$ cat config.mk
export PLATFORM = sky130hd
export DESIGN_NAME = dma_controller_flat
export DESIGN_NICKNAME = d
export VERILOG_FILES = /design/src/rtl/dma_controller_if.sv /design/src/rtl/dma_controller.sv /design/src/flat_wrapper.sv
export SDC_FILE = /design/constraint.sdc
export NUM_CORES = 1
export LEC_CHECK = 0
export BUFFER_PORTS_ARGS = -buffer_cell sky130_fd_sc_hd__clkbuf_2
export CAP_MARGIN = 20
export CELL_PAD_IN_SITES_DETAIL_PLACEMENT = 0
export CELL_PAD_IN_SITES_GLOBAL_PLACEMENT = 1
export CORE_UTILIZATION = 25
export DETAILED_ROUTE_END_ITERATION = 10
export PLACE_DENSITY = 0.64
export SYNTH_ARGS = -nofsm -noshare
export SYNTH_HDL_FRONTEND = slang
export SYNTH_SLANG_ARGS = --single-unit
$ cat constraint.sdc
create_clock -name clk -period 1.8 [get_ports clk]
set_input_delay 0.09 -clock clk [delete_from_list [all_inputs] [get_ports clk]]
set_output_delay 0.09 -clock clk [all_outputs]
set_load 0.02 [all_outputs]
$ cat src/rtl/dma_controller_if.sv
// Signal bundle between the DMA controller and its register window, source port and memory bus.
// The master modport is the controller side; the slave modport is the surrounding system.
interface dma_controller_if #(
  parameter int SRC_W  = 24,
  parameter int DATA_W = 16
);
  logic              reg_en;
  logic [1:0]        reg_sel;
  logic              reg_write;
  logic [DATA_W-1:0] reg_wdata;
  logic [DATA_W-1:0] reg_rdata;
  logic [SRC_W-1:0]  src_addr;
  logic              src_req;
  logic              src_ack;
  logic [DATA_W-1:0] src_data;
  logic              bus_req;
  logic              bus_grant;
  logic [DATA_W-1:0] dma_addr;
  logic [DATA_W-1:0] dma_wdata;
  logic              dma_write;
  logic              busy;
  logic              done;

  modport master (
    input  reg_en, reg_sel, reg_write, reg_wdata,
    output reg_rdata,
    output src_addr, src_req,
    input  src_ack, src_data,
    output bus_req,
    input  bus_grant,
    output dma_addr, dma_wdata, dma_write, busy, done
  );

  modport slave (
    output reg_en, reg_sel, reg_write, reg_wdata,
    input  reg_rdata,
    input  src_addr, src_req,
    output src_ack, src_data,
    input  bus_req,
    output bus_grant,
    input  dma_addr, dma_wdata, dma_write, busy, done
  );
endinterface

$ cat src/rtl/dma_controller.sv
// Block-copy engine: reads words from the wide source port and writes them into the memory map
// while holding the CPU bus through a request/grant handshake.
module dma_controller #(
  parameter int SRC_W  = 24,
  parameter int DATA_W = 16
) (
  input  logic              clk,
  input  logic              rst,
  dma_controller_if.master  dma
);

  typedef enum logic [2:0] {
    IDLE    = 3'd0,
    REQ_BUS = 3'd1,
    FETCH   = 3'd2,
    WRITE   = 3'd3,
    DONE    = 3'd4
  } state_t;

  localparam int UPPER_W = SRC_W - DATA_W;

  localparam logic [1:0] SEL_SRC_L = 2'd0;
  localparam logic [1:0] SEL_SRC_U = 2'd1;
  localparam logic [1:0] SEL_DST   = 2'd2;
  localparam logic [1:0] SEL_AMT   = 2'd3;

  localparam logic [DATA_W-1:0] DATA_ZERO = DATA_W'(0);
  localparam logic [DATA_W-1:0] DATA_ONE  = DATA_W'(1);
  localparam logic [SRC_W-1:0]  SRC_ZERO  = SRC_W'(0);
  localparam logic [SRC_W-1:0]  SRC_ONE   = SRC_W'(1);

  state_t            state_r;
  logic [SRC_W-1:0]  src_r;
  logic [DATA_W-1:0] dst_r;
  logic [DATA_W-1:0] count_r;
  logic [DATA_W-1:0] data_r;
  logic              bus_req_r;
  logic              src_req_r;
  logic              in_write_r;
  logic              busy_r;
  logic              done_r;

  logic              reg_wr_s;
  logic [DATA_W-1:0] rdata_s;

  assign reg_wr_s = dma.reg_en & dma.reg_write;

  // Transfer sequencer: owns the address/count registers and every registered strobe.
  always_ff @(posedge clk or negedge rst) begin
    if (!rst) begin
      state_r    <= IDLE;
      src_r      <= SRC_ZERO;
      dst_r      <= DATA_ZERO;
      count_r    <= DATA_ZERO;
      data_r     <= DATA_ZERO;
      bus_req_r  <= 1'b0;
      src_req_r  <= 1'b0;
      in_write_r <= 1'b0;
      busy_r     <= 1'b0;
      done_r     <= 1'b0;
    end else begin
      case (state_r)
        IDLE: begin
          if (reg_wr_s) begin
            case (dma.reg_sel)
              SEL_SRC_L: src_r[DATA_W-1:0]     <= dma.reg_wdata;
              SEL_SRC_U: src_r[SRC_W-1:DATA_W] <= dma.reg_wdata[UPPER_W-1:0];
              SEL_DST:   dst_r                 <= dma.reg_wdata;
              SEL_AMT: begin
                count_r <= dma.reg_wdata;
                // A zero count is simply stored; no bus request and no completion pulse.
                if (dma.reg_wdata != DATA_ZERO) begin
                  state_r   <= REQ_BUS;
                  bus_req_r <= 1'b1;
                  busy_r    <= 1'b1;
                end
              end
              default: state_r <= IDLE;
            endcase
          end
        end
        REQ_BUS: begin
          if (dma.bus_grant) begin
            state_r   <= FETCH;
            src_req_r <= 1'b1;
          end
        end
        FETCH: begin
          if (dma.src_ack) begin
            data_r     <= dma.src_data;
            src_req_r  <= 1'b0;
            in_write_r <= 1'b1;
            state_r    <= WRITE;
          end
        end
        WRITE: begin
          // The write only lands on a cycle where the bus is actually granted.
          if (dma.bus_grant) begin
            src_r      <= src_r + SRC_ONE;
            dst_r      <= dst_r + DATA_ONE;
            count_r    <= count_r - DATA_ONE;
            in_write_r <= 1'b0;
            if (count_r == DATA_ONE) begin
              state_r   <= DONE;
              bus_req_r <= 1'b0;
              done_r    <= 1'b1;
            end else begin
              state_r   <= FETCH;
              src_req_r <= 1'b1;
            end
          end
        end
        DONE: begin
          done_r  <= 1'b0;
          busy_r  <= 1'b0;
          state_r <= IDLE;
        end
        default: begin
          state_r    <= IDLE;
          bus_req_r  <= 1'b0;
          src_req_r  <= 1'b0;
          in_write_r <= 1'b0;
          busy_r     <= 1'b0;
          done_r     <= 1'b0;
        end
      endcase
    end
  end

  // Register readback mux for the CPU window.
  always_comb begin
    rdata_s = DATA_ZERO;
    if (dma.reg_en) begin
      case (dma.reg_sel)
        SEL_SRC_L: rdata_s = src_r[DATA_W-1:0];
        SEL_SRC_U: rdata_s = {{(DATA_W-UPPER_W){1'b0}}, src_r[SRC_W-1:DATA_W]};
        SEL_DST:   rdata_s = dst_r;
        SEL_AMT:   rdata_s = count_r;
        default:   rdata_s = DATA_ZERO;
      endcase
    end else begin
      rdata_s = DATA_ZERO;
    end
  end

  assign dma.reg_rdata = rdata_s;
  assign dma.src_addr  = src_r;
  assign dma.src_req   = src_req_r;
  assign dma.bus_req   = bus_req_r;
  assign dma.dma_addr  = dst_r;
  assign dma.dma_wdata = data_r;
  assign dma.dma_write = in_write_r & dma.bus_grant;
  assign dma.busy      = busy_r;
  assign dma.done      = done_r;

endmodule

$ cat src/flat_wrapper.sv
// flat-port wrapper written by rule: the top's interface ports become plain ports
module dma_controller_flat 
#(
  parameter int SRC_W  = 24,
  parameter int DATA_W = 16
)
  (clk, rst, dma_reg_en, dma_reg_sel, dma_reg_write, dma_reg_wdata, dma_reg_rdata, dma_src_addr, dma_src_req, dma_src_ack, dma_src_data, dma_bus_req, dma_bus_grant, dma_dma_addr, dma_dma_wdata, dma_dma_write, dma_busy, dma_done);
  dma_controller_if #(.SRC_W(SRC_W), .DATA_W(DATA_W)) dma_i ();
  input  logic clk;
  input  logic rst;
  input wire logic [$bits(dma_i.reg_en)-1:0] dma_reg_en;
  input wire logic [$bits(dma_i.reg_sel)-1:0] dma_reg_sel;
  input wire logic [$bits(dma_i.reg_write)-1:0] dma_reg_write;
  input wire logic [$bits(dma_i.reg_wdata)-1:0] dma_reg_wdata;
  output wire logic [$bits(dma_i.reg_rdata)-1:0] dma_reg_rdata;
  output wire logic [$bits(dma_i.src_addr)-1:0] dma_src_addr;
  output wire logic [$bits(dma_i.src_req)-1:0] dma_src_req;
  input wire logic [$bits(dma_i.src_ack)-1:0] dma_src_ack;
  input wire logic [$bits(dma_i.src_data)-1:0] dma_src_data;
  output wire logic [$bits(dma_i.bus_req)-1:0] dma_bus_req;
  input wire logic [$bits(dma_i.bus_grant)-1:0] dma_bus_grant;
  output wire logic [$bits(dma_i.dma_addr)-1:0] dma_dma_addr;
  output wire logic [$bits(dma_i.dma_wdata)-1:0] dma_dma_wdata;
  output wire logic [$bits(dma_i.dma_write)-1:0] dma_dma_write;
  output wire logic [$bits(dma_i.busy)-1:0] dma_busy;
  output wire logic [$bits(dma_i.done)-1:0] dma_done;
  assign dma_i.reg_en = dma_reg_en;
  assign dma_i.reg_sel = dma_reg_sel;
  assign dma_i.reg_write = dma_reg_write;
  assign dma_i.reg_wdata = dma_reg_wdata;
  assign dma_reg_rdata = dma_i.reg_rdata;
  assign dma_src_addr = dma_i.src_addr;
  assign dma_src_req = dma_i.src_req;
  assign dma_i.src_ack = dma_src_ack;
  assign dma_i.src_data = dma_src_data;
  assign dma_bus_req = dma_i.bus_req;
  assign dma_i.bus_grant = dma_bus_grant;
  assign dma_dma_addr = dma_i.dma_addr;
  assign dma_dma_wdata = dma_i.dma_wdata;
  assign dma_dma_write = dma_i.dma_write;
  assign dma_busy = dma_i.busy;
  assign dma_done = dma_i.done;
  dma_controller #(.SRC_W(SRC_W), .DATA_W(DATA_W)) u_core (.clk(clk), .rst(rst), .dma(dma_i));
endmodule
Word level (Yosys, flattened, before mapping)

Cells that the tools add are included.
W data, S select, Z words.

Bits in registers: 80
Output and inout port bits: 77

Add/subtract/negate cells: 3
Mux-type cells: 41
Equality and inequality tests: 19
Bitwise logic cells: 7
Reduce and logical (&&, ||, !) cells: 20

Operators with widths:

| operator                | number |
|---|---|
| $mux W16                | 8 |
| $pmux W16 S2            | 2 |
| $pmux W16 S4            | 1 |
| $mux W24                | 2 |
| $pmux W24 S2            | 1 |
| $add A24 B1 Y24 const B | 1 |
| $mux W3                 | 7 |
| $reduce_and A4 Y1       | 5 |
| $add A16 B1 Y16 const B | 1 |
| $eq A16 B1 Y1 const B   | 1 |
| $reduce_bool A16 Y1     | 1 |
| $sub A16 B1 Y16 const B | 1 |
| $ne A2 B1 Y1 const B    | 7 |
| $mux W1                 | 13 |
| $pmux W3 S4             | 1 |
| $reduce_and A6 Y1       | 2 |
| $reduce_or A3 Y1        | 4 |
| $mux W8                 | 1 |
| $ne A2 B2 Y1 const B    | 4 |
| $eq A3 B2 Y1 const B    | 2 |
| $pmux W1 S3             | 2 |
| $reduce_and A3 Y1       | 2 |
| $not A1 Y1              | 5 |
| $reduce_and A5 Y1       | 1 |
| 12 further kinds        | 15 |

Logic depth before layout (Yosys ltp)

Word-level depth: 5
Gate-level depth with buffers: 8

Worst setup path before layout

No wires, ideal clock.

Kind: register to register
Start point: register u_core.src_r[8], in the netlist u_core.dma.src_addr[8]
End point: register u_core.src_r[23], in the netlist u_core.dma.src_addr[23]
Required time: 1704 ps
Slack: -85 ps
Stages on the path, launching flop included: 7
Setup time: 96 ps
Arrival time: 1789 ps
Buffers on the path: 1
Cells stage by stage: dfrtp_1 buf_4 nand4_2 or4_4 nor2_8 a311oi_1 a311oi_2

Word-level cells in the longest chain between the ends: 3

RTL lines:

| element                         | RTL line             | source |
|---|---|---|
| start, declared                 | dma_controller.sv:33 | `logic [SRC_W-1:0] src_r;` |
| start signal, assigned by index | dma_controller.sv:66 | `SEL_SRC_L: src_r[DATA_W-1:0] <= dma.reg_wdata;` |
| start signal, assigned by index | dma_controller.sv:67 | `SEL_SRC_U: src_r[SRC_W-1:DATA_W] <= dma.reg_wdata[UPPER_W-1:0];` |
| start signal, assigned          | dma_controller.sv:99 | `src_r <= src_r + SRC_ONE;` |
| $add A24 B1 Y24                 | dma_controller.sv:99 |  |
| $mux W24                        | dma_controller.sv:98 | `if (dma.bus_grant) begin` |
| $pmux W24 S2                    | dma_controller.sv:62 | `case (state_r)` |

No other way between the ends. The select of a mux whose other input is x is not followed.
A chain may end at the register's enable or synchronous reset.

Final worst setup path

Start point: register u_core.src_r[6], in the netlist u_core.dma.src_addr[6]
End point: output port dma_reg_rdata[6]

Word-level cells in the longest chain between the ends: 2

RTL lines:

| element       | RTL line              | source |
|---|---|---|
| $pmux W16 S4  | dma_controller.sv:134 | `case (dma.reg_sel)` |
| $mux W16      | dma_controller.sv:133 | `if (dma.reg_en) begin` |
| end, declared | flat_wrapper.sv:15    | `output wire logic [$bits(dma_i.reg_rdata)-1:0] dma_reg_rdata;` |

No other way between the ends.

==> results.json <==
{
  "max_cap_viol_count": 0,
  "io-pin-count": 117,
  "initial_core_util_pct": 25.71,
  "finalSetupViolCount": 0,
  "grt_usage_pct": 19.26,
  "drt-total-wl_mm": 19.37,
  "switchingPower_mw": 4.875,
  "yosysWarningCount": 0,
  "worstPathRequired_ps": 1710,
  "setup_slack_ps": 27.27,
  "gp_congestion": 0.9057,
  "period_share_pct": 98.49,
  "post_drt_wl_per_cell_um": 19.10,
  "fin_nets": 788,
  "hold_class": "primary input to register",
  "worstPathArrival_ps": 1680,
  "die_w_um": 144.0,
  "status": "complete, no violations",
  "clk_pin_slew_ps": 70,
  "grt_pass1_vias": 5166,
  "critPathMaxStageDelay_ps": 500,
  "worst_clock_skew_ps": 7.002,
  "cts_tree": "done",
  "via_count": 5295,
  "vias_per_cell": 5.222,
  "synthCells": 553,
  "die_h_um": 144.0,
  "timing.fmax_mhz": 564.1,
  "dp_slack_ps": 34.09,
  "clkSinkCount": 80,
  "syn_to_final_growth_pct": 42.20,
  "rr_worst_depth": 7,
  "finalCriticalPeriod_ps": 1773,
  "io_buffers": 116,
  "drv_slew": 0,
  "std_cell_rows": 51,
  "seq_area_frac_synth_pct": 39.74,
  "worst_pin_slew_ps": 415.0,
  "ant_nets": 0,
  "clockRootBuffer": "clkbuf_16",
  "fp.coreArea_um2": 19590,
  "dp_hpwl_mm": 15.10,
  "final_common_cell": "clkbuf_2",
  "min_path_cells": 3,
  "instances_no_fill": 1014,
  "finalHoldViolations": 0,
  "cp_num_cells": 4,
  "synth_largest_area_cell": "dfrtp_1",
  "final_cell_mix": "clkbuf_2, dfrtp_1, buf_4",
  "ys.flop_type": "dfrtp_1",
  "die-area_um2": 20720,
  "combPwrFrac_pct": 51.0,
  "grt.overflow.total": 0,
  "path_max_fanout": 7,
  "synth-edff-count": 0,
  "drive_above_1_share_pct": 39.79,
  "netlist_area_um2": 5037,
  "avgSynthCellArea_um2": 9.109,
  "crit_type": "register to output pin",
  "worstSetupStartpointType": "register",
  "syn-num-nets": 597,
  "drc_errors": 0,
  "cts_buffers": 9,
  "synth_top_area_share_pct": 39.74,
  "cellLeakagePower_nw": 3.076,
  "clk_path_buf_depth": 2,
  "cp_top_family": "multiplexers",
  "antenna_found_initial": 0,
  "holdWs_ps": 88.70,
  "cts-htree-levels": 3,
  "synthArstFlopShare_pct": 100.0,
  "timing.slew.headroom_pct": 72.33,
  "grt_start_max_net_pins": 38,
  "yosys-top-cells-area": "dfrtp_1, a21oi_1, mux2_2",
  "drtIter0Drc": 297,
  "power.density_nw_per_um2": 1526,
  "cp-end-kind": "output pin",
  "synth-seq-cells": 80,
  "place_inst": 971,
  "ir_drop_uv": 544.3,
  "yosys.cell_types.count": 70,
  "path_cells": "buf_6 -> mux4_2 -> and2_4 -> clkbuf_4",
  "n_antenna_cell": 0,
  "path_buf_inv": 2,
  "intPower_mw": 6.055,
  "swShare_pct": 44.60,
  "dr.pass1.iters": 5,
  "worst_path_max_delay_cell": "mux4_2",
  "clockPowerShare_pct": 17.7,
  "grt_pass1_wl_mm": 29.61,
  "clk_latency_ps": 350,
  "p_seq_share_pct": 31.3
}
sequential cells by signal, indices dropped and copies added (netlist names):
name / count
u_core.dma.busy: 1
u_core.dma.dma_addr: 16
u_core.dma.src_req: 1
u_core.dma.src_addr: 24
u_core.state_r: 3
u_core.dma.bus_req: 1
u_core.dma.done: 1
u_core.dma.dma_wdata: 16
u_core.count_r: 16
u_core.in_write_r: 1
power by group through the flow:
| stage | Sequential [mW] | Combinational (mW) | Clock [mW] |
|---|---|---|---|
| 2_1_floorplan | 3.94 | 2.17 | 0 |
| 3_3_place_gp | 3.38 | 5.23 | 0 |
| 3_5_place_dp | 3.40 | 5.26 | 0 |
| 4_1_cts | 3.38 | 5.37 | 1.99 |
| 5_1_grt | 3.52 | 6.01 | 2.07 |
| 6_report | 3.42 | 5.58 | 1.93 |
per-stage QoR:
stage                     cell area, um2  TNS (ps)  util [%]  power, mW
after floorplan                     5041         0         -      6.112
after global placement              6475         0     33.05      8.607
after detailed placement            6475         0     33.05      8.653
after CTS                           7000         0     35.73      10.74
after global routing                7163    -3.437     36.57      11.60
final                               7163         0     36.57      10.93
worst paths after layout:
| check | from | to | slack [ps] |
|---|---|---|---|
| worst max register to register | u_core.state_r[1]$_DFFE_PN0P_ | u_core.dma.dma_addr[6]$_DFFE_PN0P_ | 50 |
| min in group asynchronous | rst | u_core.count_r[11]$_DFFE_PN0P_ | 170 |
| worst max-delay path | u_core.dma.src_addr[6]$_DFFE_PN0P_ | dma_reg_rdata[6] | 30 |
| worst min register to register | u_core.dma.dma_wdata[14]$_DFFE_PN0P_ | u_core.dma.dma_wdata[14]$_DFFE_PN0P_ | 510 |
| max in group asynchronous | rst | u_core.dma.src_addr[1]$_DFFE_PN0P_ | 1040 |
| worst min-delay path | dma_src_ack | u_core.state_r[0]$_DFFE_PN0P_ | 90 |
worst min-delay path, stage by stage:
cell and delay (ps):
clkbuf_2 100, a21o_1 110, o21a_1 100
synth_stat cells (4+ instances only):
library cell,number
nand4_1,9
and3_1,5
nand3_1,13
o22ai_1,10
a21oi_1,57
a211oi_1,5
nor3_1,8
dfrtp_1,80
nor2_1,54
nand2b_1,5
or2_2,4
mux4_2,8
inv_1,10
o21a_1,8
a31oi_1,16
and3b_1,4
a22oi_1,10
nand2_1,35
a2bb2oi_1,6
o21ai_0,40
nor2b_1,8
o22a_1,14
mux2_2,24
buf_2,10
ha_1,4
clkbuf_1,24
and2_1,13
nor4_1,9
cells by family after synthesis:
kind of cell | synth area share (%)
muxes | 8.942
DFF | 39.74
AOI/OAI and AO/OA | 25.63
and+or+nand+nor | 20.22
adders and majority gates | 0.9936
buffers and inverters | 4.471
layout make-up:
cell class / instances / area, um2
fillers: 2034 / 12430
multi-input cells: 423 / 2903
flip-flops and latches: 80 / 2007
repair buffers: 220 / 1578
well taps: 265 / 331.6
clock buffers: 9 / 225.2
clock inverters: 7 / 81.33
inverters: 10 / 37.54
metal layers:
layer	wire length, um	part of all wire (%)	track usage (%)	vias to the layer above
li1	-	-	-	2474
met1	8417	43	24.78	2624
met2	9608	50	32.24	178
met3	1083	5.6	4.132	19
met4	257	1.3	5.487	0
met5	0	0	0	-
repair_timing:
action,4_1_cts,5_1_grt
endpoints found under the hold margin,96,0
buffers inserted,4,7
resized for setup,7,36
hold buffers,17,0
endpoints found under the setup margin,4,25
pin swaps,2,4
cloned,0,0
Power figures use the tool's default switching activity.
